## src/rtl/decimal_entry.sv

```systemverilog
// Keypad entry: builds a two-digit decimal number from key events and
// exposes live BCD digits, the binary value, and a committed result.
module decimal_entry #(
  parameter logic [3:0] ENTER_KEY = 4'hE,
  parameter logic [3:0] CLEAR_KEY = 4'hC,
  parameter logic [3:0] BKSP_KEY  = 4'hB
) (
  input  logic       clk,
  input  logic       rst,
  input  logic       key_valid,
  input  logic [3:0] key_code,
  output logic [3:0] entry_tens,
  output logic [3:0] entry_ones,
  output logic [1:0] entry_count,
  output logic [7:0] entry_value,
  output logic [7:0] result,
  output logic       result_valid,
  output logic       err
);

  typedef enum logic [1:0] {EMPTY = 2'd0, ONE = 2'd1, TWO = 2'd2} state_t;

  state_t      state_r, state_s;
  logic [3:0]  tens_r, tens_s;
  logic [3:0]  ones_r, ones_s;
  logic [1:0]  count_r, count_s;
  logic [7:0]  value_r, value_s;
  logic [7:0]  result_r, result_s;
  logic        result_valid_r, result_valid_s;
  logic        err_r, err_s;
  logic [7:0]  tens_wide_s;

  // Next-state decode of the key event; outputs are derived from next digits.
  always_comb begin
    state_s        = state_r;
    tens_s         = tens_r;
    ones_s         = ones_r;
    result_s       = result_r;
    result_valid_s = 1'b0;
    err_s          = 1'b0;
    if (key_valid) begin
      if (key_code <= 4'd9) begin
        case (state_r)
          EMPTY: begin
            ones_s  = key_code;
            tens_s  = 4'd0;
            state_s = ONE;
          end
          ONE: begin
            tens_s  = ones_r;
            ones_s  = key_code;
            state_s = TWO;
          end
          TWO:     err_s = 1'b1;
          default: state_s = EMPTY;
        endcase
      end else if (key_code == BKSP_KEY) begin
        case (state_r)
          TWO: begin
            ones_s  = tens_r;
            tens_s  = 4'd0;
            state_s = ONE;
          end
          ONE: begin
            ones_s  = 4'd0;
            tens_s  = 4'd0;
            state_s = EMPTY;
          end
          EMPTY:   err_s = 1'b1;
          default: state_s = EMPTY;
        endcase
      end else if (key_code == CLEAR_KEY) begin
        tens_s  = 4'd0;
        ones_s  = 4'd0;
        state_s = EMPTY;
      end else if (key_code == ENTER_KEY) begin
        if (state_r == EMPTY) begin
          err_s = 1'b1;
        end else begin
          result_s       = value_r;
          result_valid_s = 1'b1;
          tens_s         = 4'd0;
          ones_s         = 4'd0;
          state_s        = EMPTY;
        end
      end else begin
        state_s = state_r;
      end
    end else begin
      state_s = state_r;
    end

    case (state_s)
      EMPTY:   count_s = 2'd0;
      ONE:     count_s = 2'd1;
      TWO:     count_s = 2'd2;
      default: count_s = 2'd0;
    endcase

    // tens*10 as shift-and-add keeps the multiplier out of the datapath.
    tens_wide_s = {4'd0, tens_s};
    value_s     = (tens_wide_s << 3) + (tens_wide_s << 1) + {4'd0, ones_s};
  end

  // State and registered outputs.
  always_ff @(posedge clk or posedge rst) begin
    if (rst) begin
      state_r        <= EMPTY;
      tens_r         <= 4'd0;
      ones_r         <= 4'd0;
      count_r        <= 2'd0;
      value_r        <= 8'd0;
      result_r       <= 8'd0;
      result_valid_r <= 1'b0;
      err_r          <= 1'b0;
    end else begin
      state_r        <= state_s;
      tens_r         <= tens_s;
      ones_r         <= ones_s;
      count_r        <= count_s;
      value_r        <= value_s;
      result_r       <= result_s;
      result_valid_r <= result_valid_s;
      err_r          <= err_s;
    end
  end

  assign entry_tens   = tens_r;
  assign entry_ones   = ones_r;
  assign entry_count  = count_r;
  assign entry_value  = value_r;
  assign result       = result_r;
  assign result_valid = result_valid_r;
  assign err          = err_r;

endmodule
```

## config.mk

```make
export PLATFORM = sky130hd
export DESIGN_NAME = decimal_entry
export DESIGN_NICKNAME = d
export VERILOG_FILES = /design/src/rtl/decimal_entry.sv
export SDC_FILE = /design/constraint.sdc
export NUM_CORES = 1
export LEC_CHECK = 0
export CORE_ASPECT_RATIO = 0.8
export CORE_MARGIN = 3
export CORE_UTILIZATION = 49
export CTS_CLUSTER_SIZE = 30
export DETAILED_ROUTE_END_ITERATION = 16
export PLACE_DENSITY = 0.81
export SYNTH_ARGS = -nofsm -noshare
export SYNTH_HDL_FRONTEND = slang
export SYNTH_SLANG_ARGS = --single-unit
```

## constraint.sdc

```tcl
create_clock -name clk -period 4.1 [get_ports clk]
set_clock_uncertainty 0.2 [all_clocks]
set_input_delay 0.82 -clock clk [delete_from_list [all_inputs] [get_ports clk]]
set_output_delay 0.82 -clock clk [all_outputs]
set_load 0.01 [all_outputs]
```

After elaboration in Yosys (flattened, before gate mapping)

Cells that the tools add are included.
Widths: inputs -> output; s select.

Bitwise operators: 4
Eq/ne operators: 7
Reductions and logical operators: 4
Muxes and demuxes: 38
$add $sub $neg: 2
$lt $le $gt $ge: 1

Operators by type and width:

| kind               | count |
|---|---|
| $mux 4             | 14 |
| $pmux 4 s2         | 2 |
| $mux 1             | 13 |
| $eq 4x4->1 const B | 3 |
| $mux 2             | 6 |
| $add 7x5->8        | 1 |
| $add 8x4->8        | 1 |
| $pmux 2 s2         | 2 |
| $pmux 2 s3         | 1 |
| $reduce_and 6->1   | 1 |
| $eq 2x1->1 const B | 2 |
| $eq 2x2->1 const B | 2 |
| $le 4x4->1 const B | 1 |
| $not 1->1          | 4 |
| $reduce_or 2->1    | 2 |
| $logic_not 2->1    | 1 |

Input bits: 7
Register bits: 30
Word-level logic and storage cells: 64
Output and inout bits: 28

Depth between registers and ports, before layout

Depth after elaboration: 9
Gate-level depth with buffers: 14
Gate-level depth less buffers: 14

Worst setup path after synthesis

Ideal clock, no wire load.

Path type: in2reg
Start: input key_code[0]
End: register value_r[7] (netlist: entry_value[7])
Setup slack: 612 ps
Data required time: 3781 ps
Setup time: 119 ps
Stages on the path: 11
Data arrival time: 3170 ps
Path through: buf_6 and3b_1 or4b_4 nand2_2 a22o_1 fa_1 ha_1 a21oi_1 nor2b_1 o21a_1 o21a_1

Cells in the longest elaborated chain, start to end: 8
Elaborated cells between the ends (all ways): 17

Ends and longest elaborated chain:

| element                | line | source |
|---|---|---|
| start: declaration     | 11   | `input logic [3:0] key_code,` |
| $eq 4x4->1             | 76   | `end else if (key_code == ENTER_KEY) begin` |
| $mux 4                 | 76   |  |
| $mux 4                 | 72   | `end else if (key_code == CLEAR_KEY) begin` |
| $mux 4                 | 57   | `end else if (key_code == BKSP_KEY) begin` |
| $mux 4 *               | 42   | `if (key_code <= 4'd9) begin` |
| $mux 4 *               | 41   | `if (key_valid) begin` |
| named net tens_s[0]    | 24   | `logic [3:0] tens_r, tens_s;` |
| $add 7x5->8 *          | 102  | `value_s = (tens_wide_s << 3) + (tens_wide_s << 1) + {4'd0, ones_s};` |
| $add 8x4->8 *          | 102  |  |
| named net value_s[7]   | 27   | `logic [7:0] value_r, value_s;` |
| end signal: assignment | 121  | `value_r <= value_s;` |
| end: declaration       | 27   |  |

The timed path passes the listed nets; every way through them passes the cells marked *.
A chain may end at the register's enable or synchronous reset.

Worst setup path in the final report

Start: input key_code[2]
End: register value_r[7] (netlist: entry_value[7])

The elaborated chain is that of the path after synthesis.

==> out/results.txt <==
Final Routed Wirelength -> 3.30 mm
antenna violations before repair -> 0
post-CTS setup-driven buffer insertion count -> 0
maximum root-to-sink buffer count -> 2
clock tree from TritonCTS -> yes
time the worst path needs with I/O delays and setup -> 3.89 ns
crit path from -> key_code[2]
proportion of netlist area held by the largest area contributor -> 0.477
vertical die dimension -> 55.9 microns
clk slew on worst S/H paths -> 0.06 ns
Worst Setup Path Type -> in2reg
path class of the lowest-slack min-delay path -> reg2reg
count of flip-flops with a built-in enable after synthesis -> 0
number of standard cells after synthesis -> 126
via/cell ratio -> 5.42
count of endpoints failing setup in the final report -> 0
relative max-transition margin -> 0.326
Cell Pwr Density -> 657 nW/um^2
I/O Buffers -> 34
insertion delay to the later sink of the worst-skew pair -> 0.27 ns
number of global-route vias before repair -> 1,199
I/O pin total -> 35
worst-path maximum fanout -> 7
nature of the critical path endpoint -> flop
Post-Route Hold Slack -> 0.300 ns
post-synth net total -> 147
layout-stage area growth over the synthesis result -> 33.6%
run status -> finished, final reports clean
cell row count -> 17
first-pass GRT wire length -> 5.75 mm
grt total ovfl -> 0
Hold Startpoint -> entry_value[6]$_DFF_PP0_
antenna-violating nets left -> 0
predominant post-synthesis flop cell -> sky130_fd_sc_hd__dfrtp_1
total of flip-flops plus latches after synthesis -> 29
final core occ -> 0.708
Die ar. -> 3820 sq um
period utilisation layout -> 0.948
share of post-route cells with drive strength above 1 -> 0.200
number of distinct library cells after synthesis -> 42
required time at the worst-slack endpoint -> 4.07 ns
total of hold buffers inserted after clock tree synthesis -> 0
number of inserted filler cells in the final layout -> 210
global-route total usage across every layer -> 0.202
Hold Vio Cnt, Final -> 0
total number of H-tree levels -> 2
number of CTS-inserted buffers -> 5
setup repair after global routing missed its margin -> false
kind of start point of the critical path -> input port
clock tree root buffer cell -> sky130_fd_sc_hd__clkbuf_8
area of the core -> 2870 sq um
highest clock frequency the design can meet -> 0.257 GHz
mean instance size in the synthesized netlist -> 12.1 sq um
Area contributors post-synth -> sky130_fd_sc_hd__dfrtp_1, sky130_fd_sc_hd__ha_1, sky130_fd_sc_hd__mux2_2
leakage component of the power -> 0.000984 uW
maximum number of pins on one net before global-route repair -> 30
Layout Nets -> 195
footprint of the multi-input gates -> 711 sq um
yosys warns -> 0
DR DRC count -> 0
Resize count post-CTS -> 0
initial detailed-routing violation count -> 65
final weighted congestion of routability-driven global placement -> 0.848
Slew Viols, Final -> 0
biggest area consumer among synthesized cells -> sky130_fd_sc_hd__dfrtp_1
Tightest Pin Transition -> 1.01 ns
R2R Path Start -> state_r[0]$_DFF_PP0_
worst ir drop on vdd -> 0.000346 V
detailed-routing iteration count for the pre-antenna-repair pass -> 4
WL per Instance -> 15.5 microns
horizontal extent of the die -> 68.3 microns
overall via count from detail_route -> 1,154
Final HPWL DP -> 2.55 mm
initial core utilization -> 0.530
count of inserted antenna diode cells -> 0
Worst EP arrival -> 3.85 ns
Clock Sink Count -> 29
share of synthesized registers carrying an async set or reset -> 1.00
register area -> 726 sq um
Mapped Area -> 1520 sq um
sequential element share of the synthesized area -> 0.477
Max Cap Violations -> 0
## registers in the layout, summed over array words and instances (netlist names), named ones only
signal        flops
entry_count       2
entry_ones        3
entry_tens        4
entry_value       7
err               1
result            8
result_valid      1
state_r           2
## per-stage QoR
stage / setup slack [ns] / TNS [ns] / total power [uW] / instance area, sq um / instances
floorplan: 0.612 / 0 / 799 / 1520 / 126
global placement: 0.0754 / 0 / 1100 / 1950 / 205
detailed placement: -0.0317 / -0.0317 / 1120 / 1950 / 205
CTS: 0.238 / 0 / 1350 / 2030 / 213
global route: 0.0755 / 0 / 1440 / 2030 / 213
finish: 0.212 / 0 / 1340 / 2030 / 213
## cells in the mapped netlist (all sizes together), types with 2 or more instances
| cell | number |
|---|---|
| o2bb2ai | 3 |
| fa | 2 |
| a22o | 5 |
| o21ai | 3 |
| buf | 5 |
| xnor2 | 2 |
| dfrtp | 29 |
| nand4 | 2 |
| a22oi | 3 |
| o21a | 2 |
| mux2 | 9 |
| nor2 | 4 |
| a21oi | 6 |
| nand2 | 4 |
| ha | 12 |
| and3b | 2 |
| inv | 9 |
| and3 | 3 |
| nor2b | 2 |
## worst max-delay path: stages
cell and delay [ns]:
sky130_fd_sc_hd__clkdlybuf4s50_1 0.57, sky130_fd_sc_hd__and3b_1 0.24, sky130_fd_sc_hd__or4b_4 0.53, sky130_fd_sc_hd__nand2_2 0.13, sky130_fd_sc_hd__a22o_1 0.22, sky130_fd_sc_hd__fa_1 0.44, sky130_fd_sc_hd__ha_1 0.31, sky130_fd_sc_hd__a21oi_1 0.16
sky130_fd_sc_hd__nor2b_1 0.08, sky130_fd_sc_hd__o21a_1 0.18, sky130_fd_sc_hd__o21a_1 0.17
## layer usage
metal / track usage / vias to the layer above / part of all wire
li1: - / 546 / -
met1: 0.293 / 539 / 0.46
met2: 0.282 / 60 / 0.45
met3: 0.0626 / 9 / 0.074
met4: 0.0737 / 0 / 0.016
met5: 0 / - / 0
## layout by cell type (no fill, tap or decap), types with 4 or more instances in the layout
cell	netlist	layout
sky130_fd_sc_hd__inv_1	9	9
sky130_fd_sc_hd__dfrtp_1	29	29
sky130_fd_sc_hd__clkdlybuf4s50_1	0	34
sky130_fd_sc_hd__nor2_1	4	4
sky130_fd_sc_hd__ha_1	12	12
sky130_fd_sc_hd__clkbuf_8	0	5
sky130_fd_sc_hd__mux2_2	9	9
sky130_fd_sc_hd__a22o_1	5	5
sky130_fd_sc_hd__a21oi_1	6	6
sky130_fd_sc_hd__buf_4	2	12
## report_power, final
group	internal [uW]	leakage (uW)	switching, uW	total (uW)
logic	357	0.000555	295	652
clock network	117	0.0000450	101	218
registers	394	0.000384	73.1	467
total	868	0.000984	469	1340
## cell families (layout without fill, tap and decap cells)
logic type / Yosys count / after routing / share of synthesized area
xor gates and xnor gates: 3 / 3 / 0.0173
DFF: 29 / 29 / 0.477
buffers and inverters: 15 / 64 / 0.0567
adders and majority gates: 14 / 14 / 0.125
muxes: 9 / 9 / 0.0666
and+or+nand+nor: 26 / 26 / 0.109
AOI/OAI and AO/OA: 30 / 30 / 0.149
## path summary, 6_finish.rpt
check | end | slack [ns] | cells after the start
min in group asynchronous | entry_tens[0]$_DFF_PP0_ | 0.90 | 2
hold reg to reg | result[6]$_DFFE_PP0P_ | 0.30 | 1
setup / recovery | entry_value[7]$_DFF_PP0_ | 0.21 | 11
max in group asynchronous | result[7]$_DFFE_PP0P_ | 2.19 | 2
hold / removal | result[6]$_DFFE_PP0P_ | 0.30 | 1
setup reg to reg | entry_value[7]$_DFF_PP0_ | 0.48 | 12
## layout make-up
type,count,share of cell area
clock inverters,2,0.00492
clock buffers,6,0.0357
well taps,38,0.0234
multi-input cells,82,0.349
repair buffers,46,0.212
flip-flops and latches,29,0.357
inverters,10,0.0185
No activity file was read; power rests on OpenSTA's default activity.
